`config.mk`:
```
export PLATFORM = sky130hd
export DESIGN_NAME = uart_recv
export DESIGN_NICKNAME = d
export VERILOG_FILES = /design/src/rtl/uart_pkg.sv /design/src/rtl/uart_sync.sv /design/src/rtl/uart_recv.sv
export SDC_FILE = /design/constraint.sdc
export NUM_CORES = 1
export LEC_CHECK = 0
export BUFFER_PORTS_ARGS = -buffer_cell sky130_fd_sc_hd__buf_4
export CAP_MARGIN = 15
export CORE_MARGIN = 3
export CORE_UTILIZATION = 50
export CTS_BUF_LIST = sky130_fd_sc_hd__clkbuf_4 sky130_fd_sc_hd__clkbuf_8
export CTS_CLUSTER_DIAMETER = 150
export DETAILED_ROUTE_END_ITERATION = 6
export MAX_ROUTING_LAYER = met4
export PLACE_DENSITY = 0.71
export SLEW_MARGIN = 5
export SYNTH_ARGS = -nofsm -noshare
export SYNTH_HDL_FRONTEND = slang
export SYNTH_SLANG_ARGS = --single-unit
export TNS_END_PERCENT = 1
```
`constraint.sdc`:
```
create_clock -name clk -period 2.1 [get_ports clk]
set_input_delay 0.315 -clock clk [delete_from_list [all_inputs] [get_ports clk]]
set_output_delay 0.315 -clock clk [all_outputs]
set_load 0.03 [all_outputs]
```
`src/rtl/uart_pkg.sv`:
```
// uart_pkg -- shared definitions for the UART receiver.
//   rx_state_e   : receiver FSM states
//   DATA_BITS    : payload bits per frame
//   IDLE_LEVEL   : line level when no frame is in flight
//   clks_per_bit : clock ticks per serial bit (integer-truncated)
package uart_pkg;

  typedef enum logic [2:0] {
    IDLE   = 3'd0,
    START  = 3'd1,
    DATA   = 3'd2,
    PARITY = 3'd3,
    STOP   = 3'd4,
    BREAK  = 3'd5
  } rx_state_e;

  localparam int   DATA_BITS  = 8;
  localparam logic IDLE_LEVEL = 1'b1;

  function automatic int clks_per_bit(input int clk_freq, input int baud_rate);
    return clk_freq / baud_rate;
  endfunction

endpackage

```
`src/rtl/uart_sync.sv`:
```
// uart_sync -- two-flop synchroniser for an asynchronous input.
//   clk   : destination clock
//   rst_n : asynchronous active-low reset; both flops load RESET_VAL
//   d     : asynchronous input
//   q     : synchronised output (2 clk latency)
module uart_sync #(
  parameter logic RESET_VAL = 1'b1
) (
  input  logic clk,
  input  logic rst_n,
  input  logic d,
  output logic q
);

  logic meta_reg;
  logic sync_reg;

  always_ff @(posedge clk or negedge rst_n) begin
    if (!rst_n) begin
      meta_reg <= RESET_VAL;
      sync_reg <= RESET_VAL;
    end else begin
      meta_reg <= d;
      sync_reg <= meta_reg;
    end
  end

  assign q = sync_reg;

endmodule

```
`src/rtl/uart_recv.sv`:
```
// uart_recv -- UART receiver, 8N1 (8E1 when UART_RECV_PARITY_EN is defined).
//   clk           : system clock, posedge
//   rst_n         : asynchronous active-low reset
//   rx            : serial line, asynchronous to clk, idle high
//   data          : last correctly received byte (held across errors)
//   data_valid    : one-cycle strobe, data is new
//   framing_error : one-cycle strobe, stop bit sampled low
//   parity_error  : one-cycle strobe, even-parity mismatch (0 unless
//                   UART_RECV_PARITY_EN is defined)
//   busy          : high whenever the receiver is not idle
// Bit period is clkFreq/baudRate clocks and must be at least 4.
module uart_recv
  import uart_pkg::*;
#(
  parameter int baudRate = 9600,
  parameter int clkFreq  = 100_000_000
) (
  input  logic       clk,
  input  logic       rst_n,
  input  logic       rx,
  output logic [7:0] data,
  output logic       data_valid,
  output logic       framing_error,
  output logic       parity_error,
  output logic       busy
);

  localparam int CLKS_PER_BIT = clks_per_bit(clkFreq, baudRate);
  localparam int HALF_BIT     = CLKS_PER_BIT / 2;
  localparam int CW           = $clog2(CLKS_PER_BIT);
  localparam int IW           = $clog2(DATA_BITS);

  localparam logic [CW-1:0] LAST_TICK = CW'(CLKS_PER_BIT - 1);
  localparam logic [CW-1:0] HALF_TICK = CW'(HALF_BIT - 1);
  localparam logic [IW-1:0] LAST_IDX  = IW'(DATA_BITS - 1);

  logic rx_s;

  uart_sync #(.RESET_VAL(IDLE_LEVEL)) u_sync (
    .clk   (clk),
    .rst_n (rst_n),
    .d     (rx),
    .q     (rx_s)
  );

  rx_state_e              state_reg, state_next;
  logic [CW-1:0]          count_reg, count_next;
  logic [IW-1:0]          idx_reg, idx_next;
  logic [DATA_BITS-1:0]   shift_reg, shift_next;
  logic [DATA_BITS-1:0]   data_reg, data_next;
  logic                   dv_reg, dv_next;
  logic                   fe_reg, fe_next;
`ifdef UART_RECV_PARITY_EN
  logic                   pe_reg, pe_next;
  logic                   par_bad_reg, par_bad_next;
`endif

  always_ff @(posedge clk or negedge rst_n) begin
    if (!rst_n) begin
      state_reg   <= IDLE;
      count_reg   <= '0;
      idx_reg     <= '0;
      shift_reg   <= '0;
      data_reg    <= '0;
      dv_reg      <= 1'b0;
      fe_reg      <= 1'b0;
`ifdef UART_RECV_PARITY_EN
      pe_reg      <= 1'b0;
      par_bad_reg <= 1'b0;
`endif
    end else begin
      state_reg   <= state_next;
      count_reg   <= count_next;
      idx_reg     <= idx_next;
      shift_reg   <= shift_next;
      data_reg    <= data_next;
      dv_reg      <= dv_next;
      fe_reg      <= fe_next;
`ifdef UART_RECV_PARITY_EN
      pe_reg      <= pe_next;
      par_bad_reg <= par_bad_next;
`endif
    end
  end

  always_comb begin
    state_next = state_reg;
    // Free-running tick counter outside IDLE; cleared on every transition
    // and bit boundary below. Wrapping while parked in BREAK is harmless.
    count_next = (state_reg == IDLE) ? '0 : count_reg + 1'b1;
    idx_next   = idx_reg;
    shift_next = shift_reg;
    data_next  = data_reg;
    dv_next    = 1'b0;
    fe_next    = 1'b0;
`ifdef UART_RECV_PARITY_EN
    pe_next      = 1'b0;
    par_bad_next = par_bad_reg;
`endif

    case (state_reg)
      IDLE: begin
        if (rx_s != IDLE_LEVEL) state_next = START;
      end

      START: begin
        // Re-check the line half a bit in: a still-low line is a real start
        // bit, anything else was a glitch and is dropped silently.
        if (count_reg == HALF_TICK) begin
          count_next = '0;
          if (rx_s != IDLE_LEVEL) begin
            state_next = DATA;
            idx_next   = '0;
`ifdef UART_RECV_PARITY_EN
            par_bad_next = 1'b0;
`endif
          end else begin
            state_next = IDLE;
          end
        end
      end

      DATA: begin
        // Counting a full bit from mid start-bit lands every sample mid-bit.
        if (count_reg == LAST_TICK) begin
          count_next          = '0;
          shift_next[idx_reg] = rx_s;
          idx_next            = idx_reg + 1'b1;
          if (idx_reg == LAST_IDX) begin
`ifdef UART_RECV_PARITY_EN
            state_next = PARITY;
`else
            state_next = STOP;
`endif
          end
        end
      end

`ifdef UART_RECV_PARITY_EN
      PARITY: begin
        if (count_reg == LAST_TICK) begin
          count_next   = '0;
          par_bad_next = rx_s ^ (^shift_reg);
          state_next   = STOP;
        end
      end
`endif

      STOP: begin
        // Leaving at the stop-bit midpoint gives half a bit of slack to catch
        // the next start edge of a back-to-back frame.
        if (count_reg == LAST_TICK) begin
          count_next = '0;
          if (rx_s == IDLE_LEVEL) begin
            state_next = IDLE;
`ifdef UART_RECV_PARITY_EN
            if (par_bad_reg) begin
              pe_next = 1'b1;
            end else begin
              dv_next   = 1'b1;
              data_next = shift_reg;
            end
`else
            dv_next   = 1'b1;
            data_next = shift_reg;
`endif
          end else begin
            // Framing error wins over parity; park until the line goes idle
            // so a held-low line reports only once.
            fe_next    = 1'b1;
            state_next = BREAK;
          end
        end
      end

      BREAK: begin
        if (rx_s == IDLE_LEVEL) begin
          state_next = IDLE;
          count_next = '0;
        end
      end

      default: begin
        state_next = IDLE;
        count_next = '0;
      end
    endcase
  end

  assign data          = data_reg;
  assign data_valid    = dv_reg;
  assign framing_error = fe_reg;
  assign busy          = (state_reg != IDLE);
`ifdef UART_RECV_PARITY_EN
  assign parity_error  = pe_reg;
`else
  assign parity_error  = 1'b0;
`endif

endmodule

```
# Yosys cells after proc, flatten, opt, wreduce, memory -nomap -nowiden

Cells that the tools add are included.

Bits in registers: 40
Logic and storage cells: 63
Output and inout bits: 12
Input port bits: 3

$add $sub $neg: 2
Order comparisons: 2
Multiplexer cells: 27
Equality and inequality tests: 14
Reduce and logical (&&, ||, !) cells: 9

Operator list:

| operator                | number |
|---|---|
| $mux W14                | 4 |
| $pmux W14 S4            | 1 |
| $mux W3                 | 10 |
| $pmux W3 S5             | 1 |
| $add A14 B1 Y14 const B | 1 |
| $eq A14 B13 Y1 const B  | 1 |
| $eq A14 B14 Y1 const B  | 1 |
| $ne A2 B2 Y1 const B    | 6 |
| $eq A3 B3 Y1 const B    | 3 |
| $bwmux W8               | 1 |
| $mux W1                 | 7 |
| $pmux W3 S2             | 1 |
| $reduce_and A6 Y1       | 1 |
| $lt A3 B4 Y1 const B    | 1 |
| $reduce_and A4 Y1       | 1 |
| $add A3 B1 Y3 const B   | 1 |
| $demux W1 S3            | 1 |
| $eq A3 B1 Y1 const B    | 1 |
| $eq A3 B2 Y1 const B    | 1 |
| $ge A3 B1 Y1 const B    | 1 |
| $logic_not A3 Y1        | 1 |
| $reduce_and A3 Y1       | 1 |
| $reduce_bool A3 Y1      | 1 |
| $mux W2                 | 1 |
| other kinds (5)         | 5 |

# Logic depth before layout (Yosys ltp)

Gate-level depths: netlist (run 1).

Depth in word-level cells: 5
Gate-level depth with buffers: 7
Depth with buffers taken out: 5

# Hierarchy

Synthesis (run 1) repeated with hierarchy kept, for this count alone.

Cells, all modules: 164
Area total of the unflattened synthesis: 1886.8 um^2

By module, submodules not included:

| module    | cells an instance | area an instance (um^2) | sequential area each (um^2) | times used |
|---|---|---|---|---|
| uart_recv | 162               | 1834.3                  | 950.9                       | 1 |
| uart_sync | 2                 | 52.6                    | 52.6                        | 1 |

# Worst setup path before layout (run 1)

OpenSTA, ideal clock, no wires.

Kind: reg2reg
Start: register count_reg[0]
End: register data_reg[0] (netlist: data[0])
Path slack: 0.160 ns
Buffers on the path: 1
Stages on the path, launching flop included: 7
Data required time: 1.975 ns
Arrival time: 1.815 ns
Cell sequence: dfrtp_1 > ha_1 > and3_2 > nand4_4 > or4_4 > buf_6 > mux2_4

Word-level cells in the longest chain between the ends: 2

Ends and longest elaborated chain:

| element                            | line             | RTL |
|---|---|---|
| start: declaration                 | uart_recv.sv:47  | `logic [CW-1:0] count_reg, count_next;` |
| start signal: assignment           | uart_recv.sv:73  | `count_reg <= count_next;` |
| $eq A14 B14 Y1                     | uart_recv.sv:152 | `if (count_reg == LAST_TICK) begin` |
| $reduce_and A3 Y1 (no source line) | --               |  |
| end signal: assignment             | uart_recv.sv:76  | `data_reg <= data_next;` |
| end: declaration                   | uart_recv.sv:50  | `logic [DATA_BITS-1:0] data_reg, data_next;` |

Every way passes these cells.
A chain may end at the register's enable or synchronous reset.

# Worst setup path after layout (run 1)

Same ends and word-level chain as after synthesis.

==> results of run 1 <==
## cell families (layout without fill, tap and decap cells)
| group | Yosys count | count (layout) | synth area share [%] |
|---|---|---|---|
| buffers and inverters | 13 | 32 | 3.23 |
| adders and majority gates | 3 | 3 | 1.90 |
| other | 1 | 1 | 0.190 |
| AOI/OAI and AO/OA | 27 | 27 | 8.31 |
| and+or+nand+nor | 57 | 57 | 19.1 |
| DFF | 40 | 40 | 50.9 |
| xor gates and xnor gates | 13 | 13 | 5.77 |
| muxes | 16 | 16 | 10.7 |
## power breakdown
part,internal (mW),switching [mW],leakage [nW]
clock,0.294,0.249,0.0523
combinational,0.00357,0.0185,0.441
sequential,0.774,0.00373,0.537
total,1.07,0.271,1.03
## area by class of cell
type | count | area [um^2] | area share (%)
Timing Repair Buffer | 21 | 158 | 7.04
Clock buffer | 8 | 97.6 | 4.36
Multi-Input combinational cell | 117 | 911 | 40.6
Inverter | 3 | 11.3 | 0.503
Sequential cell | 40 | 1000 | 44.8
Tap cell | 48 | 60.1 | 2.68
## per-layer routing
| layer | part of all wire [%] | global-route usage (%) | up-vias |
|---|---|---|---|
| met5 | 0 | - | - |
| met4 | 2.0 | 7.30 | 0 |
| met3 | 4.8 | 4.86 | 7 |
| met2 | 49 | 28.4 | 42 |
| met1 | 45 | 23.8 | 696 |
| li1 | - | - | 652 |
## worst paths after layout
check	end	slack, ps	cells after the start
hold / removal	data[1]$_DFFE_PN0P_	-4	1
hold reg to reg	u_sync.q$_DFF_PN1_	360	0
min in group clk	u_sync.meta_reg$_DFF_PN1_	130	1
setup / recovery	data[0]$_DFFE_PN0P_	90	5
max in group asynchronous	u_sync.meta_reg$_DFF_PN1_	1740	1
setup reg to reg	data[0]$_DFFE_PN0P_	90	5
## worst max-delay path, cell delays in order, from the launching register on
cell     delay [ps]
dfrtp_1         380
ha_1            240
and3_2          260
nand4_4         110
or4_4           560
mux2_4          340
## synth_stat cells (all sizes together) (3+ instances only)
cell type | number | area share, %
or3 | 3 | 0.95
inv | 3 | 0.57
dfrtp | 38 | 48
nor3 | 7 | 2.0
xnor2 | 11 | 4.9
nor4 | 3 | 0.95
nand4b | 3 | 1.3
buf | 5 | 1.7
nand3 | 5 | 1.3
nand2 | 8 | 1.5
and3 | 3 | 1.0
nand4 | 8 | 3.3
nor2 | 5 | 0.95
mux2 | 16 | 11
a21oi | 17 | 4.3
clkbuf | 5 | 0.95
ha | 3 | 1.9
==> flow_summary.yaml, run 1 <==
sta:
  finalCriticalPeriod_ps: 2010
  finalMaxSlewViolations: 0
  setup_tns_ps: 0
  worst_pin_slew_ps: 552
  rsz0062_at_grt: "false"
  maxSlewHeadroom_pct: 63.0
  clock.fmax_ghz: 0.499
  fin_ws_ps: 94.7
  hold_ws_ps: -4.19
  post-route-period-util_pct: 95.5
  fin_skew_ps: 6.01
  final-hold-violation-count: 19
  setup_violations: 0
cts:
  clock_latency_ps: 290
  clock-sinks: 40
  cts_hold_buf: 0
  post_cts_resized: 0
  postCtsSetupBuffers: 0
  cts-root-buf: "clkbuf_8"
  htreeDepth: 2
  clk_pin_slew_ps: 70
  cts_buffers: 5
  cts_buffer_depth: 2
  cts_tree: "yes"
grt:
  grt.total_usage_pct: 18.6
  grt_overflow: 0
  grt_pass1_vias: 1298
  grt_pass1_wl_mm: 6.20
  grt_max_degree: 41
  antenna_found_initial: 0
placement:
  dp_hpwl_mm: 2.66
  gp_congestion: 0.882
  dpl.cell_count: 229
  placed_cell_area_um2: 2140
  numPortBuffers: 13
  dp_worst_setup_slack_ps: 43.9
drt:
  route.antenna.remaining_nets: 0
  dr.first_iter.drc_count: 68
  route.detailed.drc: 0
  drt_pass1_iterations: 4
  viasPerCell: 5.89
  routed-via-count: 1397
  routedWlPerCell_um: 16.3
  routed_wl_mm: 3.86
worst_hold_path:
  min_path_type: "in2async"
layout:
  nets: 194
  largest_reg_flops: 14
  synthToLayoutAreaGrowth_pct: 13.6
  mostFrequentLayoutCells: "dfrtp_1, buf_4, a21oi_1"
  layoutNonFillerInstCount: 237
  num-fill-cells: 322
  antenna_cells: 0
  fin_util_pct: 59.9
  final_common_cell: "dfrtp_1"
  stdcell_area_um2: 2240
  drive_above_1_share_pct: 30.7
floorplanning:
  die_w_um: 68.8
  die_h_um: 68.8
  coreArea_um2: 3740
  die_area_um2: 4740
  std_cell_rows: 22
  io-pin-count: 15
  start_util_pct: 52.7
worst_setup_path:
  crit_start: "count_reg[0]$_DFF_PN0_"
  reg2reg_from: "count_reg[0]$_DFF_PN0_"
  crit_path_max_fanout: 9
  cp_data_required_time_ps: 2270
  critPathCaptureType: "flop"
  startpoint_type: "flop"
  crit_type: "reg2reg"
  arrival_ps: 2180
yosys:
  synth_cell_types: 45
  ys_seq_area_share_pct: 50.9
  ys.flop_type: "dfrtp_1"
  synth_edf_count: 0
  syn_nets: 176
  syn-cell-area_um2: 1970
  synthArstFlopShare_pct: 100
  postSynthAreaPerCell_um2: 11.6
  syn_inst: 170
  synth.yosys.warnings: 0
  ys_seq_elements: 40
pwr:
  p_leak_nw: 1.03
  irDropWorstVdd_mv: 0.311
  power-per-cell-area_nw_per_um2: 599
  p_total_mw: 1.34
run_status:
  violations: "hold timing"
  status: "complete, but fails checks"
job:
  maxCapViolCount: 0
Power figures use the tool's default switching activity.
==> run 2, diff against run 1 <==
Settings changed: CTS_BUF_LIST sky130_fd_sc_hd__clkbuf_4 sky130_fd_sc_hd__clkbuf_8 to sky130_fd_sc_hd__clkbuf_8.
==> flow_summary.yaml, run 2 (same netlist as run 1, synthesis figures left out) <==
cts:
  clock-sinks: 40
  clk_pin_slew_ps: 70
  cts_tree: "yes"
  clock_latency_ps: 290
  htreeDepth: 2
  cts-root-buf: "clkbuf_8"
  postCtsSetupBuffers: 0
  cts_buffers: 5
  cts_buffer_depth: 2
floorplanning:
  std_cell_rows: 22
  die_area_um2: 4740
  coreArea_um2: 3740
  die_h_um: 68.8
  io-pin-count: 15
  start_util_pct: 52.7
  die_w_um: 68.8
job:
  maxCapViolCount: 0
layout:
  antenna_cells: 0
  fin_util_pct: 59.7
  final_common_cell: "dfrtp_1"
  largest_reg_flops: 14
  drive_above_1_share_pct: 29.6
  synthToLayoutAreaGrowth_pct: 13.2
  mostFrequentLayoutCells: "dfrtp_1, buf_4, a21oi_1"
  nets: 194
placement:
  numPortBuffers: 13
  dp_hpwl_mm: 2.66
  gp_congestion: 0.882
worst_hold_path:
  min_path_type: "in2async"
sta:
  rsz0062_at_grt: "false"
  post-route-period-util_pct: 95.3
  final-hold-violation-count: 19
  maxSlewHeadroom_pct: 62.9
  fin_skew_ps: 4.26
  setup_violations: 0
  clock.fmax_ghz: 0.500
  finalMaxSlewViolations: 0
  hold_ws_ps: -9.34
  finalCriticalPeriod_ps: 2000
  worst_pin_slew_ps: 553
  setup_tns_ps: 0
grt:
  grt_overflow: 0
  grt_pass1_vias: 1318
  grt.total_usage_pct: 18.8
  antenna_found_initial: 0
  grt_max_degree: 41
  grt_pass1_wl_mm: 6.27
pwr:
  p_total_mw: 1.31
  power-per-cell-area_nw_per_um2: 586
  p_leak_nw: 1.03
  irDropWorstVdd_mv: 0.314
drt:
  viasPerCell: 5.93
  routed_wl_mm: 3.85
  route.antenna.remaining_nets: 0
  routed-via-count: 1406
  drt_pass1_iterations: 4
  routedWlPerCell_um: 16.2
  dr.first_iter.drc_count: 84
  route.detailed.drc: 0
worst_setup_path:
  reg2reg_depth: 5
  crit_path_max_fanout: 9
  crit_type: "reg2reg"
  startpoint_type: "flop"
  cp_data_required_time_ps: 2280
  critPathCaptureType: "flop"
  arrival_ps: 2180
  reg2reg_from: "count_reg[0]$_DFF_PN0_"
  rr_endpoint: "data[0]$_DFFE_PN0P_"
  worst-r2r-setup-slack_ps: 100
run_status:
  violations: "hold timing"
  status: "complete, but fails checks"
[run 2: how the worst max path moves through the flow]
stage | start | to | slack (ps)
5_1_grt | count_reg[0]$_DFF_PN0_ | data[0]$_DFFE_PN0P_ | 40
4_1_cts | count_reg[0]$_DFF_PN0_ | data[0]$_DFFE_PN0P_ | 40
6_report | count_reg[0]$_DFF_PN0_ | data[0]$_DFFE_PN0P_ | 100
2_1_floorplan | count_reg[0]$_DFF_PN0_ | data[0]$_DFFE_PN0P_ | 160
3_5_place_dp | count_reg[0]$_DFF_PN0_ | data[0]$_DFFE_PN0P_ | 40
3_3_place_gp | count_reg[0]$_DFF_PN0_ | data[6]$_DFFE_PN0P_ | 120
[run 2: layer usage]
metal	vias up	part of all wire [%]	track usage (%)	wire, um
met5	-	0	-	0
met4	0	1.9	7.54	74
met3	7	4.2	4.86	162
met2	38	48	28.4	1850
met1	706	46	24.1	1760
li1	655	-	-	-
[run 2: area by class of cell]
type                            instances  area [um^2]
Sequential cell                        40         1000
Multi-Input combinational cell        117          911
Fill cell                             326         1510
Inverter                                3         11.3
Tap cell                               48         60.1
Timing Repair Buffer                   21          158
Clock buffer                            6         82.6
Clock inverter                          2         7.51
[run 2: metrics by stage]
stage	std cells	setup WS [ps]	area (um^2)
after floorplan	170	160	1970
after global placement	229	120	2140
after detailed placement	229	43.9	2140
after CTS	237	36.1	2230
after global routing	237	37.9	2230
final	237	98.5	2230
[run 2: timing repair]
item | 4_1_cts | 5_1_grt
gates resized for setup | 0 | 1
endpoints found under the hold margin | 0 | 0
endpoints found under the setup margin | 0 | 11
hold buffers | 0 | 0
[run 2: critical path: stages (launching register included)]
cell	delay, ps
dfrtp_1	380
ha_1	240
and3_2	260
nand4_4	110
or4_4	560
mux2_4	340
[run 2: power breakdown]
group / leakage (nW) / switching (mW) / internal [mW] / total, mW
Sequential: 0.537 / 0.00369 / 0.774 / 0.777
Clock: 0.0538 / 0.252 / 0.258 / 0.510
Combinational: 0.441 / 0.0186 / 0.00357 / 0.0221
